<file path="src/rtl/bus_mux_hold.sv">
// Shared datapath bus driver: one-hot drive enables select a source word, the
// last driven word is held when nobody drives, and multi-driver cycles are counted.
module bus_mux_hold #(
    parameter int WIDTH   = 32,
    parameter int NSRC    = 25,
    parameter int SELW    = $clog2(NSRC),
    parameter int REG_OUT = 1,
    parameter int CNTW    = 8
) (
    input  logic                    clock,
    input  logic                    clear,
    input  logic [NSRC*WIDTH-1:0]   src_bus,
    input  logic [NSRC-1:0]         src_out_en,
    input  logic                    cnt_clr,
    output logic [WIDTH-1:0]        bus_out,
    output logic                    bus_valid,
    output logic [SELW-1:0]         sel_code,
    output logic                    conflict,
    output logic [CNTW-1:0]         conflict_cnt
);

    localparam logic [CNTW-1:0] CNT_MAX = {CNTW{1'b1}};

    logic [NSRC-1:0]  en_low_s;
    logic [WIDTH-1:0] win_word_s;
    logic [SELW-1:0]  win_idx_s;
    logic             any_en_s;
    logic             multi_s;

    logic [WIDTH-1:0] hold_d, hold_q;
    logic [SELW-1:0]  hold_sel_d, hold_sel_q;
    logic             conflict_d, conflict_q;
    logic [CNTW-1:0]  cnt_d, cnt_q;

    // Fixed-priority winner: isolate the lowest set enable, then AND-OR the sources.
    always_comb begin
        en_low_s   = src_out_en & (~src_out_en + NSRC'(1));
        win_word_s = '0;
        win_idx_s  = '0;
        for (int i = 0; i < NSRC; i++) begin
            win_word_s = win_word_s | ({WIDTH{en_low_s[i]}} & src_bus[i*WIDTH +: WIDTH]);
            win_idx_s  = win_idx_s  | ({SELW{en_low_s[i]}} & SELW'(i));
        end
        any_en_s = |src_out_en;
        multi_s  = |(src_out_en & (src_out_en - NSRC'(1)));
    end

    // Next-state for the hold register and conflict tracking; clear beats increment.
    always_comb begin
        hold_d     = any_en_s ? win_word_s : hold_q;
        hold_sel_d = any_en_s ? win_idx_s  : hold_sel_q;
        conflict_d = multi_s;
        if (cnt_clr) begin
            cnt_d = '0;
        end else if (multi_s && (cnt_q != CNT_MAX)) begin
            cnt_d = cnt_q + CNTW'(1);
        end else begin
            cnt_d = cnt_q;
        end
    end

    // State registers with asynchronous active-low clear.
    always_ff @(posedge clock or negedge clear) begin
        if (!clear) begin
            hold_q     <= '0;
            hold_sel_q <= '0;
            conflict_q <= 1'b0;
            cnt_q      <= '0;
        end else begin
            hold_q     <= hold_d;
            hold_sel_q <= hold_sel_d;
            conflict_q <= conflict_d;
            cnt_q      <= cnt_d;
        end
    end

    assign conflict     = conflict_q;
    assign conflict_cnt = cnt_q;

    generate
        if (REG_OUT != 0) begin : g_reg
            logic valid_d, valid_q;

            always_comb begin
                valid_d = any_en_s;
            end

            // Registered bus-valid flag tracking last cycle's drive.
            always_ff @(posedge clock or negedge clear) begin
                if (!clear) begin
                    valid_q <= 1'b0;
                end else begin
                    valid_q <= valid_d;
                end
            end

            assign bus_out   = hold_q;
            assign sel_code  = hold_sel_q;
            assign bus_valid = valid_q;
        end else begin : g_comb
            // Zero-latency path while driven; falls back to the held word otherwise.
            assign bus_out   = any_en_s ? win_word_s : hold_q;
            assign sel_code  = any_en_s ? win_idx_s  : hold_sel_q;
            assign bus_valid = any_en_s;
        end
    endgenerate

endmodule

</file>
<file path="config.mk">
export PLATFORM = sky130hd
export DESIGN_NAME = bus_mux_hold
export DESIGN_NICKNAME = d
export VERILOG_FILES = /design/src/rtl/bus_mux_hold.sv
export SDC_FILE = /design/constraint.sdc
export NUM_CORES = 1
export LEC_CHECK = 0
export CORE_AREA = 4 4 336 338
export CTS_CLUSTER_SIZE = 20
export DETAILED_ROUTE_END_ITERATION = 10
export DIE_AREA = 0 0 340 342
export SETUP_SLACK_MARGIN = 0.02
export SLEW_MARGIN = 0
export SYNTH_ARGS = -nofsm -noshare
export SYNTH_HDL_FRONTEND = slang
export SYNTH_SLANG_ARGS = --single-unit
</file>
<file path="constraint.sdc">
create_clock -name clock -period 1.8 [get_ports clock]
set_input_delay 0.45 -clock clock [delete_from_list [all_inputs] [get_ports clock]]
set_output_delay 0.45 -clock clock [all_outputs]
set_load 0.03 [all_outputs]
</file>
* Yosys cells after proc, flatten, opt, wreduce, memory -nomap -nowiden *
Index checks and enable logic that the tools add are counted.

word-level totals
  flip-flop bits (word level) = 47
  latch bits = 0
  RAM bits = 0
  ROM bits = 0
  input bits = 828
  output and inout bits = 47
  word-level logic and storage cells = 90
  memories = 0

operators by class
  $add $sub $neg = 3
  multipliers = 0
  div/mod/pow operators = 0
  magnitude comparators = 0
  equal/unequal tests = 1
  shift operators = 0
  muxes and demuxes = 2
  bitwise gates (word level) = 75
  reductions and logical operators = 4

operators with widths
  operator               count
  $and 32x32->32         25
  $or 32x32->32          24
  $and 25x25->25         2
  $reduce_or 25->1       2
  $or 5x5->5             8
  $or 4x4->4             7
  $add 25x1->25 const B  1
  $not 25->25            1
  $sub 25x1->25 const B  1
  $mux 8                 2
  $or 3x3->3             3
  $add 8x1->8 const B    1
  $ne 8x8->1 const B     1
  $or 4x5->5             1
  $or 3x4->4             1
  $or 2x3->3             1
  $or 1x2->2             1
  $or 2x2->2             1
  $reduce_bool 2->1      1
  $logic_and 1x1->1      1

* Depth between registers and ports, before layout *
  depth after elaboration = 28
  depth in mapped cells = 13
  depth with buffers taken out = 8

* Least setup slack after synthesis *
OpenSTA, ideal clock, no wires.

  path type = input to register
  start = in src_out_en[1]
  end = reg cnt_q[0], in the netlist conflict_cnt[0]
  library setup time = 125 ps
  arrival time = 2671 ps
  data required time = 1675 ps
  setup slack = -996 ps
  stages = 10
  buffers on the path = 3
  path through = clkbuf_1 > or4_4 > buf_6 > nor4b_4 > buf_6 > nand2_2 > a2111oi_2 > and4_4 > nor2b_1 > mux2_4

on the way
  longest elaborated chain between the ends = 5

ends and longest elaborated chain
  what                                  line  source
  start: declaration                    13    input logic [NSRC-1:0] src_out_en,
  $sub 25x1->25                         45    multi_s = |(src_out_en & (src_out_en - NSRC'(1)));
  $and 25x25->25 *                      45
  $reduce_or 25->1 *                    45
  $logic_and 1x1->1 *                   55    end else if (multi_s && (cnt_q != CNT_MAX)) begin
  $reduce_bool 2->1 (no source line) *  --
  end signal: assignment                73    cnt_q <= cnt_d;
  end: declaration                      33    logic [CNTW-1:0] cnt_d, cnt_q;

Mark *: on every way between the ends. The rest lies on a longest branch, timed or not.
A chain may end at the register's enable or synchronous reset.

* Worst setup path after layout *
  start = in src_out_en[5]
  end = reg hold_q[25], in the netlist bus_out[25]

on the way
  longest elaborated chain between the ends = 24
  elaborated cells between the ends (all ways) = 44
  those cells by class = add/sub (1); bitwise (42); reduce/logical (1)

ends and longest elaborated chain
  what                         line  source
  $not 25->25                  37    en_low_s = src_out_en & (~src_out_en + NSRC'(1));
  $add 25x1->25                37
  $and 25x25->25               37
  $and 32x32->32               41    win_word_s = win_word_s | ({WIDTH{en_low_s[i]}} & src_bus[i*WIDTH +: WIDTH]);
  $or 32x32->32 (20 in a row)  41
  end signal: assignment       70    hold_q <= hold_d;
  end: declaration             30    logic [WIDTH-1:0] hold_d, hold_q;

Parallel ways exist; a longest one is shown, timed or not.

==> reports/metrics.csv <==
stage,metric,value,unit
pwr,share of total power in sequential cells,19.0,%
global_route,via count of the first global-routing pass,15499,
clock_network,"Clk Latency, worst-skew pair",330,ps
routing,Routed WL,141,mm
layout,count of non-filler cells in the finished layout,3673,
timing,number of max-slew violations in the final report,0,
place,final RePlAce weighted congestion,0.916,
routing,wire length per cell after detailed routing,38.4,µm
timing,Final Setup Violations,47,
timing,Worst Clk Skew,4.05,ps
pwr,switching power of the nets,2.24,mW
place,Post-Place Setup Slack,-2100,ps
clock_network,number of buffers inserted during clock tree synthesis,5,
clock_network,number of levels in the clock H-tree,2,
critical_path,critical path startpoint category,input port,
outcome,result of the run,"complete, but fails checks",
critical_path,largest stage delay on the critical path,410,ps
timing,final hold viol count,0,
critical_path,crit path max-delay cell type,nand4_1,
clock_network,TritonCTS clock tree,built,
place,Buffers on Ports,874,
die,I/O pin count,875,
critical_path,Setup crit end kind,flop,
outcome,failing checks,setup timing,
place,HPWL after detailed placement,120,mm
logic_synthesis,cell count after synthesis,1006,
pwr,net switching fraction of the power,35.1,%
critical_path,highest net fanout along the worst path,16,
timing,worst-case hold slack,55.7,ps
die,placeable core region,110000,µm²
global_route,total routing resource utilization after global routing,22.7,%
pwr,leakage power figure,8.61,nW
routing,post-DR vias/cell,4.28,
logic_synthesis,"EDFF count, synth",0,
run,number of maximum-capacitance constraint violations,0,
timing,"Worst Setup Slack, final",-1020,ps
clock_network,CTS sink cnt,47,
place,# placed instances,3515,
logic_synthesis,asr flop ratio synth,100,%
global_route,total grt overflow,0,
die,die outline area,116000,µm²
logic_synthesis,number of nets produced by synthesis,1835,
logic_synthesis,"FF+latch count, synth",47,
timing,upper clock frequency limit,0.355,GHz
clock_network,CTS clock-pin slew for the worst setup and hold paths,100,ps
pwr,total internal power,4.14,mW
routing,final antenna-violating net count,0,
pwr,Worst IR Drop VDD,348,µV
timing,period utilization,157,%
die,number of placement rows,122,
critical_path,required time worst endpoint,2010,ps
clock_network,maximum count of clock buffers along a single path,2,
die,initial core utilization,6.71,%
timing,slew at the pin with the worst max-slew slack,1040,ps
die,die outline width,340,µm
global_route,initial antenna violation count,115,
critical_path,cells along the critical path,buf_2 -> buf_4 -> nor4_2 -> buf_4 -> and4_2 -> buf_12 -> buf_4 -> buf_12 -> a222oi_1 -> nand4_1 -> nor4_4 -> a31oi_1,
global_route,pin count of the biggest net entering global routing,33,
layout,Final #Nets,2982,
layout,highest-count cells in the layout ignoring fill and taps,"clkdlybuf4s50_1, buf_4, nand2_1, a21oi_1, buf_12",
hold_path,type of the worst min-delay path,input port to async pin,
logic_synthesis,most instantiated flip-flop cell in the synthesis netlist,dfrtp_1,
layout,area growth from synthesis to final layout,211,%
die,die height,342,µm
routing,post-detailed-route DRC marker count,0,
layout,"leading cell type in the layout, fill and taps excluded",clkdlybuf4s50_1,
global_route,first-pass GRT wire length,171,mm
logic_synthesis,Mean Syn Cell Area,7.34,µm²
logic_synthesis,Yosys warning count,0,
routing,via total after detailed routing,15725,
timing,unrepaired setup endpoints after global routing,true,
logic_synthesis,count of unique library cells instantiated by Yosys,62,
layout,fraction of layout cells with a size suffix above 1,27.6,%
pwr,share of power burned in combinational logic,58.7,%
timing,minimum clock period after layout,2820,ps
critical_path,data arrival time of the worst path,3020,ps
logic_synthesis,sequential share of the synthesized area,15.9,%
routing,router iterations before antenna repair,8,
critical_path,most numerous cell on the critical path,buf_4,
routing,first-iteration detailed-routing DRC count,1670,
pwr,share of power burned in the clock network,22.4,%
timing,Max-Slew Margin vs Limit,30.4,%
logic_synthesis,Synth Cell Area,7380,µm²
clock_network,Clock Tree Root,clkbuf_16,
pwr,total power density per cell area,278,nW/µm²
critical_path,Critical Setup Path Class,input port to flop,
sequential cells by signal (all words and copies together) (netlist names):
signal        cells
bus_out          32
conflict          1
conflict_cnt      8
bus_valid         1
sel_code          5
critical path: cells and delay by family:
kind,cells,cell delay [ps]
AO/OA/AOI/OAI,2,440
buffers and inverters,6,890
AND/OR/NAND/NOR,4,1220
cell families after synthesis:
| kind of cell | count (synthesis) | synth area share (%) |
|---|---|---|
| AO/OA/AOI/OAI | 438 | 46.0 |
| buffers and inverters | 128 | 8.03 |
| multiplexers | 2 | 0.339 |
| adder cells (fa/ha/maj) | 2 | 0.305 |
| AND/OR/NAND/NOR | 389 | 29.4 |
| flip-flops | 47 | 15.9 |
power groups by stage:
stage	Combinational [mW]	Sequential, mW	Clock, mW
finish	3.75	1.21	1.43
global route	3.90	1.22	1.50
CTS	3.72	1.21	1.48
detailed placement	3.66	1.23	0
global placement	3.67	1.23	0
floorplan	0.476	1.37	0
cell usage after synthesis, drive strengths merged, types with 8 or more instances:
cell,count,area (µm²)
a2111oi,10,93.8
a211oi,9,72.6
a21oi,87,435
a221o,8,80.1
a221oi,26,228
a222oi,64,641
a22o,72,631
a22oi,99,743
a31oi,16,100
a32oi,8,70.1
and3,35,219
and3b,9,78.8
and4,12,108
buf,59,334
clkbuf,63,236
dfrtp,47,1180
nand2,89,337
nand3,43,215
nand3b,21,158
nand4,32,200
nor2,44,165
nor3,30,150
nor4,22,138
o21ai,13,65.1
or3,8,50.1
layer usage:
metal / track usage [%] / wire length (µm) / vias up
li1: - / - / 6566
met1: 28.1 / 56700 / 7775
met3: 7.41 / 13700 / 233
met2: 38.3 / 66000 / 1083
met5: 0 / 447 / -
met4: 5.03 / 4030 / 68
through the flow:
stage,utilization (%),setup TNS [ps],area (µm²),power [mW]
6_report,20.9,-37210,23000,6.39
5_1_grt,20.8,-40620,22900,6.62
4_1_cts,20.1,-35040,22100,6.42
3_5_place_dp,18.3,-78610,20100,4.90
3_3_place_gp,18.3,-76950,20100,4.90
2_1_floorplan,-,-33030,7660,1.84
final timing paths:
| path | startpoint | to | slack, ps | depth (start not counted) |
|---|---|---|---|---|
| max | src_out_en[5] | bus_out[25] | -1020 | 12 |
| min | clear | sel_code[4] | 60 | 1 |
| max reg2reg | conflict_cnt[5] | conflict_cnt[5] | -50 | 6 |
| min reg2reg | bus_out[4] | bus_out[4] | 540 | 2 |
| max in group asynchronous | clear | bus_out[9] | 1160 | 2 |
| min in group clock | bus_out[4] | bus_out[4] | 540 | 2 |
area by class of cell:
| class | count | area [µm²] |
|---|---|---|
| Antenna cell | 31 | 77.6 |
| Clock buffer | 6 | 129 |
| Clock inverter | 2 | 60.1 |
| Fill cell | 12203 | 87100 |
| Inverter | 6 | 30.0 |
| Multi-Input combinational cell | 831 | 6550 |
| Sequential cell | 47 | 1180 |
| Tap cell | 1488 | 1860 |
| Timing Repair Buffer | 1262 | 13100 |
what timing repair did:
item | CTS | global route
setup endpoints to repair | 69 | 47
hold buffers | 0 | 0
buffers inserted | 63 | 56
gates cloned | 19 | 3
pin swaps | 101 | 87
resized for setup | 271 | 100
Power figures use the tool's default switching activity.
